File: src/rtl/ysyx_22050243_load_unit.sv
// Load formatter: issues a doubleword-aligned read, then extracts and extends the addressed field.
// Optional alignment fault check enabled by defining YSYX_22050243_LOAD_ALIGN_CHECK_EN.
module ysyx_22050243_load_unit #(
  parameter int WIDTH = 64
) (
  input  logic             clk,
  input  logic             rst,
  input  logic             ld_valid,
  output logic             ld_ready,
  input  logic [WIDTH-1:0] ld_addr,
  input  logic [2:0]       ld_funct3,
  input  logic [4:0]       ld_rd,
  output logic             mem_req_valid,
  input  logic             mem_req_ready,
  output logic [WIDTH-1:0] mem_req_addr,
  input  logic             mem_resp_valid,
  input  logic [WIDTH-1:0] mem_resp_data,
  output logic             wb_valid,
  input  logic             wb_ready,
  output logic [WIDTH-1:0] wb_data,
  output logic [4:0]       wb_rd,
  output logic             wb_fault,
  output logic             busy
);

  typedef enum logic [1:0] {IDLE, REQ, WAIT, DONE} state_e;

  state_e           state_q;
  logic             ld_ready_q, busy_q, req_valid_q, wb_valid_q;
  logic [WIDTH-1:0] req_addr_q, wb_data_q;
  logic [4:0]       wb_rd_q;
  logic [2:0]       off_q, f3_q;
  logic [WIDTH-1:0] shifted, fmt_d;

  always_comb shifted = mem_resp_data >> {off_q, 3'b000};

  always_comb begin
    fmt_d = shifted;
    case (f3_q)
      3'b000:  fmt_d = {{(WIDTH-8){shifted[7]}}, shifted[7:0]};
      3'b001:  fmt_d = {{(WIDTH-16){shifted[15]}}, shifted[15:0]};
      3'b010:  fmt_d = {{(WIDTH-32){shifted[31]}}, shifted[31:0]};
      3'b100:  fmt_d = {{(WIDTH-8){1'b0}}, shifted[7:0]};
      3'b101:  fmt_d = {{(WIDTH-16){1'b0}}, shifted[15:0]};
      3'b110:  fmt_d = {{(WIDTH-32){1'b0}}, shifted[31:0]};
      default: fmt_d = shifted;
    endcase
  end

`ifdef YSYX_22050243_LOAD_ALIGN_CHECK_EN
  logic misalign;
  logic fault_q;

  always_comb begin
    misalign = 1'b0;
    case (ld_funct3)
      3'b001, 3'b101: misalign = ld_addr[0];
      3'b010, 3'b110: misalign = |ld_addr[1:0];
      3'b011:         misalign = |ld_addr[2:0];
      3'b111:         misalign = 1'b1;
      default:        misalign = 1'b0;
    endcase
  end

  assign wb_fault = fault_q;
`else
  assign wb_fault = 1'b0;
`endif

  always_ff @(posedge clk) begin
    if (rst) begin
      state_q     <= IDLE;
      ld_ready_q  <= 1'b1;
      busy_q      <= 1'b0;
      req_valid_q <= 1'b0;
      wb_valid_q  <= 1'b0;
      req_addr_q  <= '0;
      wb_data_q   <= '0;
      wb_rd_q     <= '0;
      off_q       <= '0;
      f3_q        <= '0;
`ifdef YSYX_22050243_LOAD_ALIGN_CHECK_EN
      fault_q     <= 1'b0;
`endif
    end else begin
      unique case (state_q)
        IDLE: if (ld_valid && ld_ready_q) begin
          req_addr_q <= {ld_addr[WIDTH-1:3], 3'b000};
          off_q      <= ld_addr[2:0];
          f3_q       <= ld_funct3;
          wb_rd_q    <= ld_rd;
          ld_ready_q <= 1'b0;
          busy_q     <= 1'b1;
`ifdef YSYX_22050243_LOAD_ALIGN_CHECK_EN
          // Faulting loads skip memory entirely and report in the next cycle.
          fault_q <= misalign;
          if (misalign) begin
            wb_data_q  <= '0;
            wb_valid_q <= 1'b1;
            state_q    <= DONE;
          end else begin
            req_valid_q <= 1'b1;
            state_q     <= REQ;
          end
`else
          req_valid_q <= 1'b1;
          state_q     <= REQ;
`endif
        end
        REQ: if (mem_req_ready) begin
          req_valid_q <= 1'b0;
          state_q     <= WAIT;
        end
        WAIT: if (mem_resp_valid) begin
          wb_data_q  <= fmt_d;
          wb_valid_q <= 1'b1;
          state_q    <= DONE;
        end
        DONE: if (wb_ready) begin
          wb_valid_q <= 1'b0;
          ld_ready_q <= 1'b1;
          busy_q     <= 1'b0;
          state_q    <= IDLE;
        end
      endcase
    end
  end

  assign ld_ready      = ld_ready_q;
  assign busy          = busy_q;
  assign mem_req_valid = req_valid_q;
  assign mem_req_addr  = req_addr_q;
  assign wb_valid      = wb_valid_q;
  assign wb_data       = wb_data_q;
  assign wb_rd         = wb_rd_q;

endmodule

File: config.mk
export PLATFORM = sky130hd
export DESIGN_NAME = ysyx_22050243_load_unit
export DESIGN_NICKNAME = d
export VERILOG_FILES = /design/src/rtl/ysyx_22050243_load_unit.sv
export SDC_FILE = /design/constraint.sdc
export NUM_CORES = 1
export LEC_CHECK = 0
export ABC_CLOCK_PERIOD_IN_PS = 1920
export CAP_MARGIN = 20
export CORE_ASPECT_RATIO = 1.1
export CORE_MARGIN = 1
export CORE_UTILIZATION = 39
export CTS_CLUSTER_SIZE = 20
export DETAILED_ROUTE_END_ITERATION = 10
export GPL_TIMING_DRIVEN = 1
export PLACE_DENSITY = 0.82
export SKIP_CTS_REPAIR_TIMING = 1
export SLEW_MARGIN = 20
export SYNTH_ARGS = -nofsm -noshare
export SYNTH_HDL_FRONTEND = slang
export SYNTH_SLANG_ARGS = --single-unit
File: constraint.sdc
create_clock -name clk -period 1.92 [get_ports clk]
set_input_delay 0.192 -clock clk [delete_from_list [all_inputs] [get_ports clk]]
set_output_delay 0.192 -clock clk [all_outputs]
set_load 0.05 [all_outputs]
# Word-level counts from Yosys, hierarchy flattened
# Cells that the tools add are included.
[word_totals]
register_bits = 142
input_bits = 142
out_inout_bits = 138
wordCells = 51
[classes]
n_eq_ne = 12
shift = 1
n_mux = 16
reduce_logical = 12
[ops]
columns = ["op", "count"]
rows = [
  ["$pmux 64 s6", 1],
  ["$shr 64x6->64", 1],
  ["$eq 3x3->1 const B", 3],
  ["$reduce_and 3->1", 3],
  ["$mux 2", 4],
  ["$ne 2x2->1 const B", 4],
  ["$pmux 1 s2", 4],
  ["$pmux 2 s4", 1],
  ["$mux 1", 6],
  ["$reduce_bool 2->1", 3],
  ["$eq 2x2->1 const B", 2],
  ["$reduce_and 2->1", 2],
  ["$reduce_and 4->1", 1],
  ["$eq 3x1->1 const B", 1],
  ["$eq 3x2->1 const B", 1],
  ["$logic_not 3->1", 1],
  ["$eq 2x1->1 const B", 1],
  ["$logic_not 2->1", 1],
  ["$logic_and 1x1->1", 1],
]

# Logic depth before layout (Yosys ltp)
[logic_depth]
word_depth = 3
depth_mapped = 8
mapped_depth_nobuf = 6

# Least setup slack after synthesis
# No wires, ideal clock.
[synth_timing]
path_kind = "reg2reg"
from = "register off_q[1]"
to = "register wb_data_q[16] (netlist: wb_data[16])"
setup_ps = 139
arrival_ps = 1958
t_required_ps = 1781
slack_ps = -177
path_stages_with_launch = 8
n_path_buf = 3
period_less_slack_ps = 2097
cell_sequence = "dfxtp_1 > buf_2 > mux2_1 > mux4_2 > a32oi_2 > buf_4 > buf_4 > a311oi_1"
[synth_via]
elab_chain_len = 2
[synth_rtl]
columns = ["element", "line", "rtl"]
rows = [
  ["start, declared", "32", "logic [2:0] off_q, f3_q;"],
  ["start signal, assigned", "89", "off_q <= ld_addr[2:0];"],
  ["$shr 64x6->64", "35", "always_comb shifted = mem_resp_data >> {off_q, 3'b000};"],
  ["$pmux 64 s6", "39", "case (f3_q)"],
  ["end signal, assigned", "115", "wb_data_q <= fmt_d;"],
  ["end, declared", "30", "logic [WIDTH-1:0] req_addr_q, wb_data_q;"],
]
# Every way passes these cells.
# A chain may end at the register's enable or synchronous reset.

# Worst setup path in the final report
[layout_timing]
from = "register off_q[1]"
to = "register wb_data_q[23] (netlist: wb_data[23])"
# Same word-level chain as after synthesis.

==> summary.txt <==
layout cell share with drive strength beyond 1 -> 14.1%
RSZ-0062 raised after global routing -> yes
post-synthesis mux area share -> 14.6%
num rows -> 50
Die X-Extent -> 128 um
final worst-path setup slack -> -0.163 ns
Peak VDD IR -> 0.775 mV
core area -> 0.0170 mm2
IO Port Bufs -> 275
Max Slew Vio Count -> 0
Synth Area in Compound Gates -> 17.3%
Startpoint Class -> flip-flop
dominant cell type by area after synthesis -> dfxtp_1
via/cell ratio -> 5.43
Slew headroom -> 60.9%
CP cell instances -> buf_6 > mux2_4 > mux4_2 > a32oi_4 > buf_6 > buf_8 > a311oi_1
switching power -> 6.04 mW
Slew @ Worst Pin -> 0.584 ns
placed cell areas -> 0.0101 mm2
reg2reg end -> wb_data[23]
fin crit share -> 109%
Most used DFF post-synth -> dfxtp_1
Max stage delay on crit path -> 0.50 ns
FF-to-FF Start -> off_q[1]
hold slack -> 0.224 ns
DR pass1 iterations -> 5
Critical Path AT -> 2.38 ns
HP Class -> primary input to flip-flop
cell mode on critical path -> buf_6
Boundary Pins -> 280
Critical Path Sink Type -> flip-flop
power density over the cells -> 1300 mW/mm2
xor/xnor share of the synthesized area -> 0%
clock latency on the worst-skew pair -> 0.42 ns
post-route clock skew -> 0.00696 ns
Post-synth ARST share -> 0%
switching share of power -> 42.5%
Routed WL -> 24.8 mm
Vias -> 7,380
vias in the first global route -> 7,083
Final #Nets -> 1,258
min cycle time layout -> 2.08 ns
failing checks -> setup timing
routed len/inst -> 18.2 um
Detail Route Antenna Nets -> 0
Clock Tree Root -> clkbuf_16
worst hold start -> rst
FF+latch count, synth -> 142
DR DRC count -> 0
initial core utilization -> 39.9%
Peak Freq -> 0.480 GHz
post-route cell area -> 0.0110 mm2
slowest CP cell -> mux4_2
Avg Cell Area, Syn -> 8.28 um2
final setup fails -> 56
DIE HEIGHT -> 140 um
YS warnings -> 0
max cap viols -> 0
share of the synthesized area in the top cell type -> 41.9%
CTS tree -> built
Die ar. -> 0.0179 mm2
Post-synth EDFFs -> 0
TNS Setup -> -7.16 ns
first-pass GRT wire length -> 37.6 mm
Placer Congestion -> 0.941
Layout area overhead -> 61.6%
largest family of logic cells by synthesized area -> simple AND/OR/NAND/NOR gates
# H-tree levels -> 4
worst hold endpoint -> wb_rd[3]
status -> complete, but fails checks
Num Clock Sinks -> 142
Area contributors post-synth -> dfxtp_1 42%, nand2_1 12%, mux2i_1 6.8%
grt total ovfl -> 0
Leak -> 3.85 nW
worst setup path class -> flip-flop to flip-flop
Seq/Total Area, Yosys -> 41.9%
FF-to-FF path depth -> 7
CP max FO -> 7
library cells used by synthesis -> 37
Clock transition at path regs -> 0.06 ns
Synth Area in Adders -> 0.738%
Total Power Consumption -> 14.2 mW
gate count of the mapped netlist -> 819
Num CTS Buffers -> 17
clock power share -> 23.6%
final hold vios -> 0
largest net degree at the start of global routing -> 65
dpl ws -> -0.336 ns
area of the mapped netlist -> 0.00679 mm2
Hold Crit Depth -> 2
Req. time, crit path -> 2.21 ns
initial DRC count -> 708
Combinational Power Share -> 48.6%
Reg2Reg Setup Slack -> -0.16 ns
Seq pwr share -> 27.7%
simple-gate share of the synthesized area -> 20.3%
CTS max path bufs -> 2
dpl hpwl -> 17.4 mm
antenna violations before repair -> 1
Int Pwr -> 8.17 mW
Global Route Usage Sum -> 27.1%
## sequential cells by signal, indices dropped and copies added (netlist names)
register,flops
mem_req_valid,1
off_q,3
wb_data,64
state_q,2
mem_req_addr,61
wb_valid,1
busy,1
wb_rd,5
f3_q,3
ld_ready,1
## cell type report
| type | count | area, um2 |
|---|---|---|
| Fill cell | 1417 | 6050 |
| Multi-Input combinational cell | 600 | 3690 |
| Timing Repair Buffer | 346 | 3520 |
| Sequential cell | 142 | 2850 |
| Clock buffer | 18 | 439 |
| Tap cell | 234 | 293 |
| Clock inverter | 14 | 158 |
| Inverter | 5 | 18.8 |
| Antenna cell | 1 | 2.50 |
## cells in the mapped netlist, drive strengths merged (3+ instances only)
cell type and n:
a32oi 15, nand3 15, a211oi 17, or2 7, dfxtp 142, nand2b 7
ha 4, buf 19, mux4 17, o21bai 3, nor2b 5, nand2 222
nor2 76, a311oi 48, mux2 13, nor3 4, a21oi 83, inv 5
mux2i 46, clkbuf 56
## layer usage
layer  GRT usage, %  wire length (um)  part of all wire (%)  vias up
met5              0                 0                     0        -
met2           43.9             11900                    48      422
met1           32.4              9530                    38     3429
met4           14.9              1070                   4.3        0
li1               -                 -                     -     3461
met3           7.37              2300                   9.3       68
## worst max-delay path by stage
stage	start	to	slack [ns]	cells after the start
after global routing	off_q[1]	wb_data[26]	-0.20	7
after global placement	mem_resp_data[63]	wb_data[52]	-0.30	6
after detailed placement	mem_resp_data[63]	wb_data[38]	-0.34	6
after floorplan	off_q[1]	wb_data[16]	-0.06	7
after CTS	off_q[1]	wb_data[63]	-0.21	6
final	off_q[1]	wb_data[23]	-0.16	7
## worst max-delay path, delay by kind of cell (launching register included)
kind                   cells  cell delay, ns
AOI/OAI and AO/OA          2            0.30
muxes                      2            0.78
buffers and inverters      3            0.44
DFF                        1            0.42
## cell usage in the layout, fill, tap and decap left out, drive strengths merged, types with 2 or more instances in the layout
cell | Yosys | layout
a32oi | 15 | 15
inv | 5 | 9
or2 | 7 | 7
clkinv | 0 | 5
clkinvlp | 0 | 3
mux2 | 13 | 13
o21ai | 2 | 2
buf | 19 | 74
clkdlybuf4s50 | 0 | 267
nor2b | 5 | 5
and2 | 2 | 2
or3 | 2 | 2
nand2 | 222 | 222
nand3 | 15 | 15
mux2i | 46 | 46
a21boi | 2 | 2
a211oi | 17 | 17
nor2 | 76 | 76
a21oi | 83 | 83
mux4 | 17 | 17
bufinv | 0 | 2
dfxtp | 142 | 142
o21bai | 3 | 3
a311oi | 48 | 48
nor3 | 4 | 4
ha | 4 | 4
clkbuf | 56 | 22
conb | 1 | 4
nand2b | 7 | 7
## power groups by stage
stage | registers [mW] | clock network, mW | logic [mW]
3_3_place_gp | 3.97 | 0 | 6.37
4_1_cts | 3.93 | 3.41 | 6.49
5_1_grt | 4.01 | 3.53 | 7.28
6_report | 3.94 | 3.36 | 6.91
2_1_floorplan | 5.74 | 0 | 2.34
3_5_place_dp | 3.99 | 0 | 6.46
## cell families (layout without fill, tap and decap cells)
kind of cell               count (synthesis)  count (layout)
AOI/OAI and AO/OA                        173             173
adders and majority gates                  4               4
buffers and inverters                     80             383
DFF                                      142             142
muxes                                     76              76
other                                      1               5
and+or+nand+nor                          343             343
## metrics by stage
| step | util, % | instances |
|---|---|---|
| CTS | 63.1 | 1351 |
| detailed placement | 59.6 | 1319 |
| global placement | 59.6 | 1319 |
| finish | 64.4 | 1360 |
| global route | 64.4 | 1359 |
| floorplan | - | 822 |
No activity file was read; power rests on OpenSTA's default activity.
